### config.mk
export PLATFORM = sky130hd
export DESIGN_NAME = om_dcr_ctrl
export DESIGN_NICKNAME = d
export VERILOG_FILES = /design/src/rtl/VX_om_pkg.sv /design/src/rtl/om_dcr_field_map.sv /design/src/rtl/om_dcr_ctrl.sv
export SDC_FILE = /design/constraint.sdc
export NUM_CORES = 1
export LEC_CHECK = 0
export ABC_AREA = 1
export BUFFER_PORTS_ARGS = -buffer_cell sky130_fd_sc_hd__buf_2
export CAP_MARGIN = 20
export CORE_MARGIN = 2
export CORE_UTILIZATION = 55
export CTS_CLUSTER_SIZE = 40
export DETAILED_ROUTE_END_ITERATION = 8
export PLACE_DENSITY = 0.77
export RECOVER_POWER = 25
export SKIP_LAST_GASP = 1
export SLEW_MARGIN = 20
export SYNTH_ARGS = -nofsm -noshare
export SYNTH_HDL_FRONTEND = slang
export SYNTH_HIERARCHICAL = 1
export SYNTH_SLANG_ARGS = --single-unit
### constraint.sdc
create_clock -name clk -period 2 [get_ports clk]
set_input_delay 0 -clock clk [delete_from_list [all_inputs] [get_ports clk]]
set_output_delay 0 -clock clk [all_outputs]
set_load 0.01 [all_outputs]
### src/rtl/VX_om_pkg.sv
// VX_om_pkg: OM configuration types, DCR register offsets and reset defaults.
package VX_om_pkg;

   localparam int OM_ADDR_BITS  = 32;
   localparam int OM_PITCH_BITS = 32;

   localparam logic [3:0] OM_DCR_CBUF_ADDR         = 4'd0;
   localparam logic [3:0] OM_DCR_CBUF_PITCH        = 4'd1;
   localparam logic [3:0] OM_DCR_CBUF_WRITEMASK    = 4'd2;
   localparam logic [3:0] OM_DCR_ZBUF_ADDR         = 4'd3;
   localparam logic [3:0] OM_DCR_ZBUF_PITCH        = 4'd4;
   localparam logic [3:0] OM_DCR_DEPTH             = 4'd5;
   localparam logic [3:0] OM_DCR_STENCIL_FRONT     = 4'd6;
   localparam logic [3:0] OM_DCR_STENCIL_BACK      = 4'd7;
   localparam logic [3:0] OM_DCR_STENCIL_REF_FRONT = 4'd8;
   localparam logic [3:0] OM_DCR_STENCIL_REF_BACK  = 4'd9;
   localparam logic [3:0] OM_DCR_BLEND_MODE        = 4'd10;
   localparam logic [3:0] OM_DCR_BLEND_FUNC        = 4'd11;
   localparam logic [3:0] OM_DCR_BLEND_CONST       = 4'd12;
   localparam logic [3:0] OM_DCR_LOGIC_OP          = 4'd13;
   localparam logic [3:0] OM_DCR_COMMIT            = 4'd14;
   localparam int         OM_DCR_NUM_REGS          = 15;

   typedef enum logic {IDLE, PENDING} om_dcr_state_t;

   // Two-entry stencil arrays: index 0 is the front face, 1 the back face.
   typedef struct packed {
      logic [OM_ADDR_BITS-1:0]  cbuf_addr;
      logic [OM_PITCH_BITS-1:0] cbuf_pitch;
      logic [3:0]               cbuf_writemask;
      logic [OM_ADDR_BITS-1:0]  zbuf_addr;
      logic [OM_PITCH_BITS-1:0] zbuf_pitch;
      logic                     depth_enable;
      logic [2:0]               depth_func;
      logic                     depth_writemask;
      logic [1:0]               stencil_enable;
      logic [1:0][2:0]          stencil_func;
      logic [1:0][2:0]          stencil_zpass;
      logic [1:0][2:0]          stencil_zfail;
      logic [1:0][2:0]          stencil_fail;
      logic [1:0][7:0]          stencil_ref;
      logic [1:0][7:0]          stencil_mask;
      logic [1:0][7:0]          stencil_writemask;
      logic                     blend_enable;
      logic [2:0]               blend_mode_rgb;
      logic [2:0]               blend_mode_a;
      logic [3:0]               blend_src_rgb;
      logic [3:0]               blend_src_a;
      logic [3:0]               blend_dst_rgb;
      logic [3:0]               blend_dst_a;
      logic [31:0]              blend_const;
      logic [3:0]               logic_op;
   } om_dcrs_t;

   localparam om_dcrs_t OM_DCRS_RESET = '{
      cbuf_writemask:    4'hF,
      depth_writemask:   1'b1,
      stencil_mask:      16'hFFFF,
      stencil_writemask: 16'hFFFF,
      default:           '0
   };

endpackage

### src/rtl/om_dcr_field_map.sv
// om_dcr_field_map: applies a DCR write to the shadow configuration and, with
// OM_DCR_READBACK_EN, re-packs a shadow register in write layout.
module om_dcr_field_map
   import VX_om_pkg::*;
(
   input  logic [$bits(om_dcrs_t)-1:0] shadow_i,
   input  logic                        wr_en_i,
   input  logic [3:0]                  wr_off_i,
   input  logic [31:0]                 wr_data_i,
`ifdef OM_DCR_READBACK_EN
   input  logic [3:0]                  rd_off_i,
   output logic [31:0]                 rd_data_o,
`endif
   output logic [$bits(om_dcrs_t)-1:0] shadow_o
);

   om_dcrs_t s, n;
   logic     wf;

   assign s  = om_dcrs_t'(shadow_i);
   assign wf = wr_off_i[0];

   // Front/back register pairs sit at even/odd offsets, so bit 0 picks the face.
   always_comb begin
      n = s;
      if (wr_en_i) begin
         case (wr_off_i)
            OM_DCR_CBUF_ADDR:         n.cbuf_addr = wr_data_i[OM_ADDR_BITS-1:0];
            OM_DCR_CBUF_PITCH:        n.cbuf_pitch = wr_data_i[OM_PITCH_BITS-1:0];
            OM_DCR_CBUF_WRITEMASK:    n.cbuf_writemask = wr_data_i[3:0];
            OM_DCR_ZBUF_ADDR:         n.zbuf_addr = wr_data_i[OM_ADDR_BITS-1:0];
            OM_DCR_ZBUF_PITCH:        n.zbuf_pitch = wr_data_i[OM_PITCH_BITS-1:0];
            OM_DCR_DEPTH:             {n.depth_writemask, n.depth_func, n.depth_enable} = wr_data_i[4:0];
            OM_DCR_STENCIL_FRONT,
            OM_DCR_STENCIL_BACK:      {n.stencil_fail[wf], n.stencil_zfail[wf], n.stencil_zpass[wf],
                                       n.stencil_func[wf], n.stencil_enable[wf]} = wr_data_i[12:0];
            OM_DCR_STENCIL_REF_FRONT,
            OM_DCR_STENCIL_REF_BACK:  {n.stencil_writemask[wf], n.stencil_mask[wf], n.stencil_ref[wf]} = wr_data_i[23:0];
            OM_DCR_BLEND_MODE:        {n.blend_mode_a, n.blend_mode_rgb, n.blend_enable} = wr_data_i[6:0];
            OM_DCR_BLEND_FUNC:        {n.blend_dst_a, n.blend_dst_rgb, n.blend_src_a, n.blend_src_rgb} = wr_data_i[15:0];
            OM_DCR_BLEND_CONST:       n.blend_const = wr_data_i;
            OM_DCR_LOGIC_OP:          n.logic_op = wr_data_i[3:0];
            default: ;
         endcase
      end
   end

   assign shadow_o = n;

`ifdef OM_DCR_READBACK_EN
   logic rf;

   assign rf = rd_off_i[0];

   always_comb begin
      rd_data_o = '0;
      case (rd_off_i)
         OM_DCR_CBUF_ADDR:         rd_data_o = 32'(s.cbuf_addr);
         OM_DCR_CBUF_PITCH:        rd_data_o = 32'(s.cbuf_pitch);
         OM_DCR_CBUF_WRITEMASK:    rd_data_o = 32'(s.cbuf_writemask);
         OM_DCR_ZBUF_ADDR:         rd_data_o = 32'(s.zbuf_addr);
         OM_DCR_ZBUF_PITCH:        rd_data_o = 32'(s.zbuf_pitch);
         OM_DCR_DEPTH:             rd_data_o = 32'({s.depth_writemask, s.depth_func, s.depth_enable});
         OM_DCR_STENCIL_FRONT,
         OM_DCR_STENCIL_BACK:      rd_data_o = 32'({s.stencil_fail[rf], s.stencil_zfail[rf], s.stencil_zpass[rf],
                                                    s.stencil_func[rf], s.stencil_enable[rf]});
         OM_DCR_STENCIL_REF_FRONT,
         OM_DCR_STENCIL_REF_BACK:  rd_data_o = 32'({s.stencil_writemask[rf], s.stencil_mask[rf], s.stencil_ref[rf]});
         OM_DCR_BLEND_MODE:        rd_data_o = 32'({s.blend_mode_a, s.blend_mode_rgb, s.blend_enable});
         OM_DCR_BLEND_FUNC:        rd_data_o = 32'({s.blend_dst_a, s.blend_dst_rgb, s.blend_src_a, s.blend_src_rgb});
         OM_DCR_BLEND_CONST:       rd_data_o = s.blend_const;
         OM_DCR_LOGIC_OP:          rd_data_o = 32'(s.logic_op);
         default: ;
      endcase
   end
`endif

endmodule

### src/rtl/om_dcr_ctrl.sv
// om_dcr_ctrl: DCR write front end with shadow/active OM configuration and an
// idle-gated commit; OM_DCR_READBACK_EN adds a one-cycle shadow readback port.
module om_dcr_ctrl
   import VX_om_pkg::*;
#(
   parameter int                       DCR_ADDR_BITS = 12,
   parameter logic [DCR_ADDR_BITS-1:0] DCR_BASE      = DCR_ADDR_BITS'('h020)
) (
   input  logic                        clk,
   input  logic                        reset_n,
   input  logic                        dcr_wr_valid,
   output logic                        dcr_wr_ready,
   input  logic [DCR_ADDR_BITS-1:0]    dcr_wr_addr,
   input  logic [31:0]                 dcr_wr_data,
   input  logic                        om_busy,
   output logic [$bits(om_dcrs_t)-1:0] dcrs,
   output logic                        commit_pending,
`ifdef OM_DCR_READBACK_EN
   input  logic                        dcr_rd_valid,
   input  logic [DCR_ADDR_BITS-1:0]    dcr_rd_addr,
   output logic                        dcr_rsp_valid,
   output logic [31:0]                 dcr_rsp_data,
`endif
   output logic                        commit_done
);

   om_dcr_state_t            state_q, state_d;
   om_dcrs_t                 shadow_q, shadow_d, active_q, active_d;
   logic                     done_q, done_d;
   logic [DCR_ADDR_BITS-1:0] wr_off;
   logic                     wr_hit, wr_fire;

   // Addresses below the base wrap to large offsets and fall outside the map.
   assign wr_off  = dcr_wr_addr - DCR_BASE;
   assign wr_hit  = wr_off < DCR_ADDR_BITS'(OM_DCR_NUM_REGS);
   assign wr_fire = dcr_wr_valid && dcr_wr_ready;

`ifdef OM_DCR_READBACK_EN
   logic [DCR_ADDR_BITS-1:0] rd_off;
   logic [31:0]              rd_data;
   logic                     rsp_valid_q;
   logic [31:0]              rsp_data_q;

   assign rd_off = dcr_rd_addr - DCR_BASE;
`endif

   om_dcr_field_map u_field_map (
      .shadow_i  (shadow_q),
      .wr_en_i   (wr_fire && wr_hit),
      .wr_off_i  (wr_off[3:0]),
      .wr_data_i (dcr_wr_data),
`ifdef OM_DCR_READBACK_EN
      .rd_off_i  (rd_off < DCR_ADDR_BITS'(OM_DCR_NUM_REGS) ? rd_off[3:0] : 4'hF),
      .rd_data_o (rd_data),
`endif
      .shadow_o  (shadow_d)
   );

   always_comb begin
      state_d        = state_q;
      active_d       = active_q;
      done_d         = 1'b0;
      dcr_wr_ready   = state_q == IDLE;
      commit_pending = state_q == PENDING;
      if (state_q == IDLE && wr_fire && wr_hit && wr_off[3:0] == OM_DCR_COMMIT)
         state_d = PENDING;
      if (state_q == PENDING && !om_busy) begin
         state_d  = IDLE;
         active_d = shadow_q;
         done_d   = 1'b1;
      end
   end

   always_ff @(posedge clk or negedge reset_n) begin
      if (!reset_n) begin
         state_q  <= IDLE;
         shadow_q <= OM_DCRS_RESET;
         active_q <= OM_DCRS_RESET;
         done_q   <= 1'b0;
      end else begin
         state_q  <= state_d;
         shadow_q <= shadow_d;
         active_q <= active_d;
         done_q   <= done_d;
      end
   end

   assign dcrs        = active_q;
   assign commit_done = done_q;

`ifdef OM_DCR_READBACK_EN
   // Reads sample the shadow before any same-cycle write lands.
   always_ff @(posedge clk or negedge reset_n) begin
      if (!reset_n) begin
         rsp_valid_q <= 1'b0;
         rsp_data_q  <= '0;
      end else begin
         rsp_valid_q <= dcr_rd_valid;
         rsp_data_q  <= dcr_rd_valid ? rd_data : rsp_data_q;
      end
   end

   assign dcr_rsp_valid = rsp_valid_q;
   assign dcr_rsp_data  = rsp_data_q;
`endif

endmodule

After elaboration in Yosys (flattened, before gate mapping)

Cells that the tools add are included.

Register bits after elaboration: 542
Bits in latches: 0
RAM bits: 0
Bits in read-only memories: 0
Input bits: 48
Output and inout bits: 273
Logic and storage cells: 126
Memories kept: 0

Add/sub/neg operators: 1
$mul: 0
Divide/modulo/power cells: 0
$lt $le $gt $ge: 3
Equal/unequal tests: 14
Shift-type cells: 0
Muxes and demuxes: 17
Bitwise operators: 1
Reduce and logical (&&, ||, !) cells: 24

Operator list:

| cell                                                                           | count |
|---|---|
| 16-bit bitwise mux                                                             | 3 |
| 4-bit equality test (second input constant)                                    | 7 |
| 6-bit bitwise mux                                                              | 4 |
| 2-bit AND reduction                                                            | 12 |
| 4-bit by 3-bit equality test with 1-bit output (second input constant)         | 4 |
| 12-bit by 4-bit less-than comparator with 1-bit output (second input constant) | 1 |
| 12-bit by 6-bit subtractor with 12-bit output (second input constant)          | 1 |
| 8-bit demux with 1-bit select                                                  | 1 |
| 4-bit by 2-bit equality test with 1-bit output (second input constant)         | 2 |
| 8-bit two-way mux                                                              | 1 |
| 1-bit logical AND                                                              | 7 |
| 4-bit by 1-bit equality test with 1-bit output (second input constant)         | 1 |
| 4-bit zero test                                                                | 1 |
| 1-bit two-way mux                                                              | 4 |
| 2-bit OR reduction                                                             | 2 |
| 3-bit demux with 1-bit select                                                  | 1 |
| 3-bit two-way mux                                                              | 1 |
| 2-bit bitwise mux                                                              | 1 |
| 1-bit by 2-bit less-than comparator with 1-bit output (second input constant)  | 1 |
| 2-bit nonzero test                                                             | 1 |
| 1-bit demux with 1-bit select                                                  | 1 |
| 1-bit greater-or-equal comparator (second input constant)                      | 1 |
| 1-bit zero test                                                                | 1 |
| 1-bit inverter                                                                 | 1 |

Longest topological paths before layout

Depth in word-level cells: 7
Gate-level depth with buffers: 12
Gate-level depth less buffers: 11

By module

The synthesis kept the hierarchy.

Modules (own cells, without submodules):

| module           | instances | cells each | area an instance (um^2) | sequential area each (um^2) |
|---|---|---|---|---|
| om_dcr_ctrl      | 1         | 1441       | 17151.4                 | 13655.6 |
| om_dcr_field_map | 1         | 954        | 4076.4                  | 0.0 |

Worst setup path before layout

Ideal clock, no wire load.

Path kind: reg-to-reg
From: reg state_q, in the netlist commit_pending
To: reg shadow_q[113] (netlist name)
Setup time: 0.117 ns
Arrival time: 1.667 ns
Required time: 1.883 ns
Setup slack: 0.217 ns
Cell stages (with the launch flop): 10
Path buffers: 1
Period minus slack after synthesis: 1.783 ns
Cell sequence: dfrtp_1 nor2_1 nand3_1 nor2_1 inv_1 nor2_1 nand3_1 clkbuf_1 nand2_1 nand2_1

Cells in the longest elaborated chain, start to end: 4

Ends and longest elaborated chain:

| element                              | line              | text |
|---|---|---|
| from (decl)                          | om_dcr_ctrl.sv:27 | `om_dcr_state_t state_q, state_d;` |
| from (signal assigned)               | om_dcr_ctrl.sv:81 | `state_q <= state_d;` |
| 1-bit inverter                       | om_dcr_ctrl.sv:63 | `dcr_wr_ready = state_q == IDLE;` |
| 1-bit logical AND                    | om_dcr_ctrl.sv:36 | `assign wr_fire = dcr_wr_valid && dcr_wr_ready;` |
| 1-bit logical AND                    | om_dcr_ctrl.sv:49 | `.wr_en_i (wr_fire && wr_hit),` |
| 2-bit AND reduction (no source line) | --                |  |
| to (signal assigned)                 | om_dcr_ctrl.sv:82 | `shadow_q <= shadow_d;` |
| to (decl)                            | om_dcr_ctrl.sv:28 | `om_dcrs_t shadow_q, shadow_d, active_q, active_d;` |

Every way passes these cells.
A chain may end at the register's enable or synchronous reset.

Final worst setup path

From: reg state_q, in the netlist commit_pending
To: reg shadow_q[235] (netlist name)

The elaborated chain is that of the path after synthesis.

==> metrics.md <==
| Metric | Value |
|---|---|
| CTS root buf | clkbuf_16 |
| Seq pwr share | 50.2% |
| Synthesized cell area | 21,200 sq um |
| Clock Skew | 0.0200 ns |
| Overall power | 22.0 mW |
| Synth top area share | 55.2% |
| PortBufs | 320 |
| Total GRT Usage | 31.9% |
| Clk pwr share | 44.9% |
| Pre-CTS setup slack | 0.0126 ns |
| Final Hold Vio Count | 0 |
| Largest cells by area after synthesis | dfrtp_1, nand2_1, dfstp_2, nand3_1, nand4_1 |
| Slew headroom | 34.9% |
| Die area | 40,200 sq um |
| Buf/Inv on CP | 3 |
| #FFs+latches synth | 542 |
| Cell Rows | 71 |
| Max incr delay on CP | 0.39 ns |
| Synth Area per Inst | 8.86 sq um |
| Most common cell after layout, fill and taps aside | nand2_1 |
| Clock Latency Late Sink | 0.60 ns |
| Vias per cell | 5.45 |
| RSZ-0062 raised after global routing | false |
| Prevailing post-synth register cell | dfrtp_1 |
| Dpl cell area | 23,600 sq um |
| Share of layout cells above drive strength 1 | 20.3% |
| Starting Density | 56.1% |
| CP Max Fanout | 38 |
| Sw Ratio | 22.9% |
| Max-slew violations | 0 |
| Yosys warning total | 6 |
| Syn_nets | 2,444 |
| Number of global-route vias before repair | 17,617 |
| Worst IR Drop VDD | 0.711 mV |
| Area leader, netlist | dfrtp_1 |
| Fin area | 25,700 sq um |
| Int Power | 17.0 mW |
| Grt total ovfl | 0 |
| Vias | 17,901 |
| Routed wire per std cell | 19.3 microns |
| Async set or reset register ratio after synthesis | 100% |
| Crit. End Element | flop |
| DRC violations left | 0 |
| Kind of critical path | reg -> reg |
| Crit path cell chain | nor2_2 > nand3_2 > nor2_4 > buf_4 > nand2_1 > nor2_4 > buf_12 > buf_16 > nand3_1 > nand2_1 |
| Cell family with most CP delay | simple AND/OR/NAND/NOR gates |
| Post-DP HPWL | 39.6 mm |
| Final Worst Setup Slack | 0.126 ns |
| Non-Filler Instances | 3,282 |
| Top Ports | 321 |
| Max cap viols | 0 |
| Htree depth | 2 |
| R2R setup slack | 0.13 ns |
| Die Width | 200 microns |
| Initial antenna violation count | 2 |
| # nets final | 2,775 |
| First-pass GRT wire length | 99.9 mm |
| Sink Count | 542 |
| Slowest stage cell, crit path | dfrtp_1 |
| Final wirelength | 63.3 mm |
| Largest net degree at the start of global routing | 139 |
| ANT nets after route | 0 |
| Chip Height | 200 microns |
| Placed cell count | 3,135 |
| Startpoint types | flop |
| Measured slew at the worst slew-check pin | 0.977 ns |
| Pleak | 15.1 nW |
| Pwr Density | 856 nW/um^2 |
| CTS tree | done |
| Arrival @ worst endpoint | 2.40 ns |
| Max clock buf depth | 3 |
| Iter 0 DRT Violations | 1,608 |
| Hold Crit Class | in -> reg |
| Status | complete, no violations |
| Max Clk Rate | 534 MHz |
| Sequential share of the synthesized area | 64.3% |
| Fill count | 3,052 |
| Sw Pwr | 5.05 mW |
| Clock transition at path regs | 0.06 ns |
| Final core occ | 68.0% |
| Synthesis-to-layout area growth | 21.3% |
| CTS Buf Count | 54 |
| Register Area | 13,700 sq um |
| Core ar. | 37,800 sq um |
| Setup TNS | 0 ns |
| Distinct cells, synth | 20 |
| Most frequent cells in the layout | nand2_1, dfrtp_1, buf_2 |
| Worst hold slack | 0.0307 ns |
| Cells after Synth | 2,395 |
| Area of the multi-input gates | 6810 sq um |
| Drt pass-1 iters | 6 |
| Required time of the worst setup path | 2.53 ns |
| Endpoints failing setup | 0 |
| Period utilization | 93.7% |
| GPL Wtd Cong | 0.822 |
| Gate power share | 4.9% |
| Crit path time final | 1.87 ns |
| Number of synthesized flops with an enable pin | 0 |
==> path summary, 6_finish.rpt <==
path | from | endpoint | cells after the start
worst max-delay path | commit_pending$_DFFE_PN0P_ | shadow_q[235]$_DFF_PN0_ | 10
worst min-delay path | dcr_wr_addr[1] | shadow_q[133]$_DFF_PN1_ | 6
worst max register to register | commit_pending$_DFFE_PN0P_ | shadow_q[235]$_DFF_PN0_ | 10
worst min register to register | shadow_q[70]$_DFF_PN1_ | dcrs[70]$_DFFE_PN1P_ | 2
max in group asynchronous | reset_n | shadow_q[202]$_DFF_PN1_ | 4
min in group asynchronous | reset_n | dcrs[133]$_DFFE_PN1P_ | 2
==> Yosys cell counts, types with 4 or more instances <==
master and count:
nand2_1 1390, dfrtp_1 468, nand3_1 173, nand4_1 88, buf_2 79, dfstp_2 74, clkbuf_1 61, nor2_1 15
inv_1 12, buf_4 10, buf_1 7, nor2_2 5, inv_2 4
==> final cells by class <==
cell class / instances / share of cell area (%)
Multi-Input combinational cell: 1677 / 26.5
Sequential cell: 542 / 53.0
Antenna cell: 1 / 0.00972
Inverter: 16 / 0.262
Timing Repair Buffer: 435 / 10.9
Tap cell: 511 / 2.48
Clock buffer: 88 / 6.54
Clock inverter: 12 / 0.258
==> tightest hold or removal path, delay by kind of cell <==
family | cells | cell delay [ns]
simple gates | 3 | 0.19
buf+inv | 3 | 0.43
==> layer usage <==
| layer | up-vias | part of all wire, % | GRT usage [%] |
|---|---|---|---|
| met3 | 157 | 9.1 | 7.65 |
| met2 | 814 | 47 | 50.2 |
| met4 | 2 | 4.1 | 12.4 |
| met5 | - | 0.021 | 0 |
| met1 | 8791 | 40 | 43.3 |
| li1 | 8137 | - | - |
==> cell families after synthesis <==
kind of cell	count (synthesis)	synth area share [%]
and+or+nand+nor	1675	31.8
DFF	542	64.3
buffers and inverters	176	3.77
AOI/OAI and AO/OA	1	0.0236
adders and majority gates	1	0.0589
==> state kept, by name, indices dropped and copies added (netlist names) <==
name            flops
commit_done         1
commit_pending      1
dcrs              270
shadow_q          270
==> repair_timing <==
item	4_1_cts	5_1_grt
endpoints found under the hold margin	827	0
setup endpoints to repair	1	143
hold buffers	44	0
resized for setup	0	4
setup buffers	2	0
pin swaps	1	0
==> power by group through the flow <==
stage          registers (mW)  logic, mW  clock network, mW
2_1_floorplan            11.3      0.380                  0
3_3_place_gp             11.2       1.01                  0
3_5_place_dp             11.3       1.03                  0
4_1_cts                  11.1       1.10               10.0
5_1_grt                  11.1       1.17               10.5
6_report                 11.1       1.08               9.91
(Power assumes the default switching activity.)
